`config.mk`:
```
export PLATFORM = sky130hd
export DESIGN_NAME = techlib_regbank_arbiter
export DESIGN_NICKNAME = d
export VERILOG_FILES = /design/src/rtl/techlib_regbank_arbiter.sv
export SDC_FILE = /design/constraint.sdc
export NUM_CORES = 1
export LEC_CHECK = 0
export ABC_AREA = 1
export CELL_PAD_IN_SITES_DETAIL_PLACEMENT = 1
export CELL_PAD_IN_SITES_GLOBAL_PLACEMENT = 2
export CORE_MARGIN = 2
export CORE_UTILIZATION = 28
export DETAILED_ROUTE_END_ITERATION = 10
export HOLD_SLACK_MARGIN = 0.03
export PLACE_DENSITY = 0.72
export SLEW_MARGIN = 20
export SYNTH_ARGS = -nofsm -noshare
export SYNTH_HDL_FRONTEND = slang
export SYNTH_SLANG_ARGS = --single-unit
export TNS_END_PERCENT = 5
```
`constraint.sdc`:
```
create_clock -name clk_i -period 4.5 [get_ports clk_i]
set_input_delay 0.9 -clock clk_i [delete_from_list [all_inputs] [get_ports clk_i]]
set_output_delay 0.9 -clock clk_i [all_outputs]
set_load 0.01 [all_outputs]
```
`src/rtl/techlib_regbank_arbiter.sv`:
```
// rtl/techlib_regbank_arbiter.sv - round-robin write arbiter with burst lock in front of a small flop register bank
module techlib_regbank_arbiter #(
  parameter int               WIDTH       = 8,
  parameter int               NREQ        = 4,
  parameter int               DEPTH       = 4,
  parameter int               AW          = 2,
  parameter int               LOCK_MAX    = 4,
  parameter logic [WIDTH-1:0] RESET_VALUE = '0,
  localparam int              OW          = (NREQ > 1) ? $clog2(NREQ) : 1
) (
  input  logic                 clk_i,
  input  logic                 srst_n_i,
  input  logic [NREQ-1:0]      req_i,
  input  logic [NREQ-1:0]      lock_i,
  input  logic [NREQ*AW-1:0]   waddr_i,
  input  logic [NREQ*WIDTH-1:0] wdata_i,
  output logic [NREQ-1:0]      gnt_o,
  input  logic [AW-1:0]        raddr_i,
  output logic [WIDTH-1:0]     rdata_o,
  output logic                 busy_o,
  output logic [OW-1:0]        owner_o
);

  localparam int CW = $clog2(LOCK_MAX + 1);

  typedef enum logic {ST_IDLE, ST_LOCKED} state_e;

  state_e           state_q, state_d;
  logic [OW-1:0]    ptr_q, ptr_d;
  logic [OW-1:0]    owner_q, owner_d;
  logic [CW-1:0]    cnt_q, cnt_d;
  logic [WIDTH-1:0] bank_q [DEPTH];
  logic [WIDTH-1:0] rdata_q;

  logic             rr_found;
  logic [OW-1:0]    rr_idx;
  logic             rr_lock;
  logic             owner_req;
  logic             owner_lock;
  logic             win_valid;
  logic [OW-1:0]    win_idx;
  logic [AW-1:0]    win_addr;
  logic [WIDTH-1:0] win_data;
  logic [WIDTH-1:0] rd_word;

  function automatic logic [OW-1:0] next_ptr(input logic [OW-1:0] idx);
    if (idx == OW'(NREQ - 1)) begin
      return '0;
    end
    return idx + OW'(1);
  endfunction

  // Round-robin pick: first request at or after ptr, then wrap to the indices below ptr
  always_comb begin
    rr_found = 1'b0;
    rr_idx   = '0;
    rr_lock  = 1'b0;
    for (int i = 0; i < NREQ; i++) begin
      if (!rr_found && req_i[i] && (OW'(i) >= ptr_q)) begin
        rr_found = 1'b1;
        rr_idx   = OW'(i);
        rr_lock  = lock_i[i];
      end
    end
    for (int i = 0; i < NREQ; i++) begin
      if (!rr_found && req_i[i] && (OW'(i) < ptr_q)) begin
        rr_found = 1'b1;
        rr_idx   = OW'(i);
        rr_lock  = lock_i[i];
      end
    end
  end

  // Request and lock qualifiers of the current lock owner
  always_comb begin
    owner_req  = 1'b0;
    owner_lock = 1'b0;
    for (int i = 0; i < NREQ; i++) begin
      if (OW'(i) == owner_q) begin
        owner_req  = req_i[i];
        owner_lock = lock_i[i];
      end
    end
  end

  // FSM state register together with the round-robin pointer and burst counter
  always_ff @(posedge clk_i) begin
    if (!srst_n_i) begin
      state_q <= ST_IDLE;
      ptr_q   <= '0;
      owner_q <= '0;
      cnt_q   <= '0;
    end else begin
      state_q <= state_d;
      ptr_q   <= ptr_d;
      owner_q <= owner_d;
      cnt_q   <= cnt_d;
    end
  end

  // Next state: a present locked owner keeps the port, otherwise fall back to round-robin in the same cycle
  always_comb begin
    state_d   = state_q;
    ptr_d     = ptr_q;
    owner_d   = owner_q;
    cnt_d     = cnt_q;
    win_valid = 1'b0;
    win_idx   = '0;
    if (state_q == ST_LOCKED && owner_req) begin
      win_valid = 1'b1;
      win_idx   = owner_q;
      ptr_d     = next_ptr(owner_q);
      cnt_d     = cnt_q + CW'(1);
      if (!owner_lock || (cnt_q + CW'(1) == CW'(LOCK_MAX))) begin
        state_d = ST_IDLE;
        owner_d = '0;
        cnt_d   = '0;
      end
    end else begin
      state_d = ST_IDLE;
      owner_d = '0;
      cnt_d   = '0;
      if (rr_found) begin
        win_valid = 1'b1;
        win_idx   = rr_idx;
        ptr_d     = next_ptr(rr_idx);
        if (rr_lock && (LOCK_MAX > 1)) begin
          state_d = ST_LOCKED;
          owner_d = rr_idx;
          cnt_d   = CW'(1);
        end
      end
    end
  end

  // Outputs: one-hot grant suppressed during reset, lock status straight from the state
  always_comb begin
    gnt_o = '0;
    for (int i = 0; i < NREQ; i++) begin
      gnt_o[i] = win_valid && srst_n_i && (OW'(i) == win_idx);
    end
    busy_o  = (state_q == ST_LOCKED);
    owner_o = owner_q;
  end

  // Payload of the granted requester
  always_comb begin
    win_addr = '0;
    win_data = '0;
    for (int i = 0; i < NREQ; i++) begin
      if (gnt_o[i]) begin
        win_addr = waddr_i[i*AW +: AW];
        win_data = wdata_i[i*WIDTH +: WIDTH];
      end
    end
  end

  // Read mux; addresses beyond the bank read as zero
  always_comb begin
    rd_word = '0;
    for (int d = 0; d < DEPTH; d++) begin
      if (raddr_i == AW'(d)) begin
        rd_word = bank_q[d];
      end
    end
  end

  // Bank flops and registered read port; reads return the pre-write value on a collision
  always_ff @(posedge clk_i) begin
    if (!srst_n_i) begin
      rdata_q <= RESET_VALUE;
      for (int d = 0; d < DEPTH; d++) begin
        bank_q[d] <= RESET_VALUE;
      end
    end else begin
      rdata_q <= rd_word;
      for (int d = 0; d < DEPTH; d++) begin
        if ((|gnt_o) && (win_addr == AW'(d))) begin
          bank_q[d] <= win_data;
        end
      end
    end
  end

  assign rdata_o = rdata_q;

endmodule

```
# == Word level (Yosys, flattened, before mapping) ==
# Memories as Yosys holds them, arrays and structs flattened.
# Index checks and enable logic that the tools add are counted.
# op_classes
add_sub_neg,3
magnitude_cmp,8
eq_ne,16
n_mux,87
bitwise_logic,4
reduce_logical,40
# op_table
cell,count
$mux 8,12
$mux 1,51
$mux 2,22
$logic_and 1x1->1,25
$eq 2x2->1 const B,6
$eq 2x2->1 const A,4
$logic_not 1->1,8
$logic_not 2->1,4
$mux 3,2
$add 2x1->2 const B,2
$eq 1x2->1 const A,2
$eq 2x1->1 const B,2
$ge 1x2->1 const A,2
$ge 2x2->1 const A,2
$lt 1x2->1 const A,2
$lt 2x2->1 const A,2
$or 1x1->1,4
$reduce_or 4->1,1
$add 3x1->3 const B,1
$eq 3x3->1 const B,1
$ne 2x1->1 const B,1
$reduce_bool 2->1,1
$logic_or 1x1->1,1
# totals
ff_bits,16
ram_bits,32
inputBits,52
n_memories,1
# mem_list
name,depth,word_bits,read_ports,rd_ports_with_merged_regs,wr,line_no,source
bank_q,4,8,4,0,4,32,logic [WIDTH-1:0] bank_q [DEPTH];

# == Logic depth before layout (Yosys ltp) ==
# depth
ltp_word,45
ltp_mapped,18
depth_no_buf,17

# == Least setup slack after synthesis ==
# No wires, ideal clock.
# synth_path
path_kind,input-to-output
startpoint,input port req_i[0]
endpoint,output port gnt_o[3]
arrival_time_ns,1.997
setup_slack_ns,1.603
path_stages,13
path_buffers,2
cell_sequence,nand2_1 -> o21ai_1 -> nand2_1 -> nand2_1 -> nand2_2 -> clkinv_2 -> nand2_1 -> nand2_4 -> nor2_4 -> buf_8 -> buf_12 -> nand2_1 -> inv_1
# synth_between
elab_chain_len,34
# synth_rtl
item,line_no,source
start: declaration,13,"input logic [NREQ-1:0] req_i,"
$logic_and 1x1->1,59,if (!rr_found && req_i[i] && (OW'(i) >= ptr_q)) begin
$mux 1,59,
$logic_not 1->1,59,
$logic_and 1x1->1 (2 in a row),59,
$mux 1,59,
$logic_not 1->1,59,
$logic_and 1x1->1 (2 in a row),59,
$mux 1,59,
(+15 left out),--,
$mux 1,66,if (!rr_found && req_i[i] && (OW'(i) < ptr_q)) begin
$logic_not 1->1,66,
$logic_and 1x1->1 (2 in a row),66,
$mux 2 or $mux 1 (tied branches),66,
$mux 2 or $mux 1 (tied branches),123,if (rr_found) begin
$mux 2 or $mux 1 (tied branches),109,if (state_q == ST_LOCKED && owner_req) begin
$eq 2x2->1 or $logic_and 1x1->1 (tied branches),140,gnt_o[i] = win_valid && srst_n_i && (OW'(i) == win_idx);
$logic_and 1x1->1 (*),140,
end: declaration,17,"output logic [NREQ-1:0] gnt_o,"
# Every way passes the cells marked *; elsewhere a longest branch is shown, timed or not.

# == Final worst setup path ==
# layout_path
startpoint,input port req_i[1]
endpoint,output port gnt_o[1]
# layout_between
elab_chain_len,31
# layout_rtl
item,line_no
$logic_and 1x1->1 (2 in a row),59
$mux 1,59
$logic_not 1->1,59
$logic_and 1x1->1 (2 in a row),59
$mux 1,59
$logic_not 1->1,59
$logic_and 1x1->1 (2 in a row),59
$mux 1,59
(+11 left out),--
$mux 1,66
$logic_not 1->1,66
$logic_and 1x1->1 (2 in a row),66
$mux 2 or $mux 1 (tied branches),66
$mux 2 or $mux 1 (tied branches),123
$mux 2 or $mux 1 (tied branches),109
$eq 1x2->1 or $logic_and 1x1->1 (tied branches),140
$logic_and 1x1->1 (*),140
# Marked as above.

==> flow_summary.ini <==
[outcome]
status = completed

[finish]
final_cell_area_um2 = 3990
layoutNonFillerInstCount = 545
final_nets = 462
drive_gt1_share_pct = 25.7
mostFrequentLayoutCells = clkdlybuf4s50_1 (66), nand2_1 (54), inv_1 (36)
n_antenna_cell = 0
area_growth_pct = 28.0
layout_commonest_cell = clkdlybuf4s50_1

[detailed_routing]
wl_per_cell_um = 14.0
vias = 2443
wirelength_um = 7660
antenna_left = 0
vias_per_cell = 4.48
drt_pass1_iterations = 5
drc = 0
drt_iter0_drc = 85

[clock_tree]
clkLatencyLatePin_ps = 310
cts.repair.resized = 0
cts.sinks = 48
cts_inserted_buffers = 5
postCtsSetupRepairBufs = 0
root_buffer = clkbuf_8
cts_tree = done
h-tree-depth = 2
postCtsHoldBufs = 0
clockBufferDepth = 2
cts.clk_slew.worst_paths_ps = 90

[power]
p_leak_nw = 1.64
p_per_area_nw_per_um2 = 363
max-vdd-ir-drop_mv = 0.127
finalPower_mw = 1.45

[floorplanning]
coreArea_um2 = 10800
die_w_um = 109
die_height_um = 109
start_util_pct = 28.7
num_rows = 38
die-area_um2 = 12000
io_pins = 67

[yosys]
synthTopCellsByArea = edfxtp_1 (31%), dfxtp_1 (10%), nand2_1 (6.5%), nor2_2 (5.0%), inv_1 (4.3%)
syn-num-nets = 398
ys.flop_type = edfxtp_1
synth_area_leader_cell = edfxtp_1
synthCells = 340
synth_xor_area_share_pct = 0.281
synth-adder-area-share_pct = 2.41
synth_top_family_by_area = simple AND/OR/NAND/NOR gates
yosysSeqAreaShare_pct = 41.1
synth_area_per_cell_um2 = 9.16
synth_area_um2 = 3120
yosysUniqueCellTypes = 40
synth_edf_count = 32
async_reset_ff_share_pct = 0
synth_seq_cells = 48
synth_mux_area_share_pct = 0
synth-simple-area-share_pct = 40.5
ys.warnings.count = 0
synth-compound-area-share_pct = 6.83
yosysTopAreaCellShare_pct = 30.8

[place]
hpwl_um = 6320
dp_slack_ps = 319
place_inst = 537
gp_congestion = 0.791
io_buffer_count = 66
postPlaceCellArea_um2 = 3880

[timing]
hold_viol_final = 0
fmax_ghz = 0.239
layout_worst_path_cycle_share_pct = 92.8
layout_setup_ws_ps = 323
setup_tns_ps = 0
fin_crit_ps = 4180
tightest_slew_ps = 522
final_max_slew_viol_count = 0
slew_headroom_pct = 65.1
setup_viol = 0
rsz0062_at_grt = false
fin_skew_ps = 7.60

[critical_path]
critPathCaptureType = primary output
cp_max_fo = 14
critPathRequiredTime_ps = 3600
reg2reg_from = owner_o[0]
cp_data_arrival_time_ps = 3280
start_kind = input pin
critPathLaunch = req_i[1]
path_class = input pin to primary output

[global_routing]
grt_max_degree = 20
grt_usage_pct = 13.8
grt_pass1_wl_um = 12800
grt_pass1_vias = 2538
grt_overflow = 0
grt_antenna_before_repair = 0

[hold_path]
hp-start = bank_q[3][0]
hp-class = flop to flop

[run]
cap_viol_max_count = 0
## synth_stat cells, types with 2 or more instances
master    count
a21oi_1       7
nand3_2      11
buf_8         2
nand2_8       2
inv_2         7
nand2_1      54
nand2_2      15
dfxtp_1      16
nor2_1       12
o21ai_2       3
nor2_2       25
clkbuf_1      5
o211ai_1      8
nor2_4        5
nor3_2        8
buf_2         3
inv_1        36
nand4_1      17
o21ai_0      12
edfxtp_1     32
nand3b_1      5
o21ai_1       2
nand3b_2      5
nand3_1      21
ha_1          6
nand3_4       6
nand2_4       2
## sequential cells by signal, summed over array words and instances (netlist names)
register	count
bank_q	32
rdata_o	8
cnt_q	3
owner_o	2
ptr_q	2
busy_o	1
## report_power, final
| part | internal [mW] | leakage, nW | total [mW] | switching (mW) |
|---|---|---|---|---|
| combinational | 0.200 | 1.12 | 0.565 | 0.365 |
| clock | 0.143 | 0.0540 | 0.297 | 0.155 |
| sequential | 0.560 | 0.470 | 0.586 | 0.0256 |
| total | 0.902 | 1.64 | 1.45 | 0.546 |
## per-stage QoR
step / hold WS, ps / utilization (%)
floorplan: 461 / -
global placement: 471 / 35.8
detailed placement: 476 / 35.8
CTS: 499 / 36.8
global route: 508 / 36.8
finish: 490 / 36.8
## critical path: stages
cell and delay [ps]:
clkdlybuf4s50_1 640, nand2_1 130, nand2_2 130, nor2_4 60, nand2_1 70, nor2_2 40, nand2_1 100, nand2_2 80
inv_2 210, nand2_2 110, nor2_1 210, clkdlybuf4s50_1 580
## logic make-up after synthesis
kind of cell | count (synthesis)
compound gates | 35
xor+xnor | 1
fa+ha+maj | 6
buf+inv | 58
flops | 48
simple gates | 192
## path summary, 6_finish.rpt
path / slack (ps) / endpoint / depth (start not counted)
worst min register to register: 490 / rdata_o[0] / 2
worst max register to register: 1230 / bank_q[1][7] / 16
worst min-delay path: 490 / rdata_o[0] / 2
worst max-delay path: 320 / gnt_o[1] / 12
## cell type report
type / instances / area (um2)
clock inverters: 2 / 12.5
repair buffers: 69 / 683
well taps: 140 / 175
flip-flops and latches: 48 / 1280
multi-input cells: 234 / 1560
fillers: 1285 / 6850
inverters: 46 / 184
clock buffers: 6 / 93.8
## per-layer routing
metal	vias to the layer above	wire, um	track usage [%]	part of all wire (%)
li1	1267	-	-	-
met1	1106	3830	19.8	50
met2	63	3380	21.2	44
met3	7	340	2.61	4.4
met4	0	101	3.80	1.3
met5	-	0	0	0
Power figures use the tool's default switching activity.
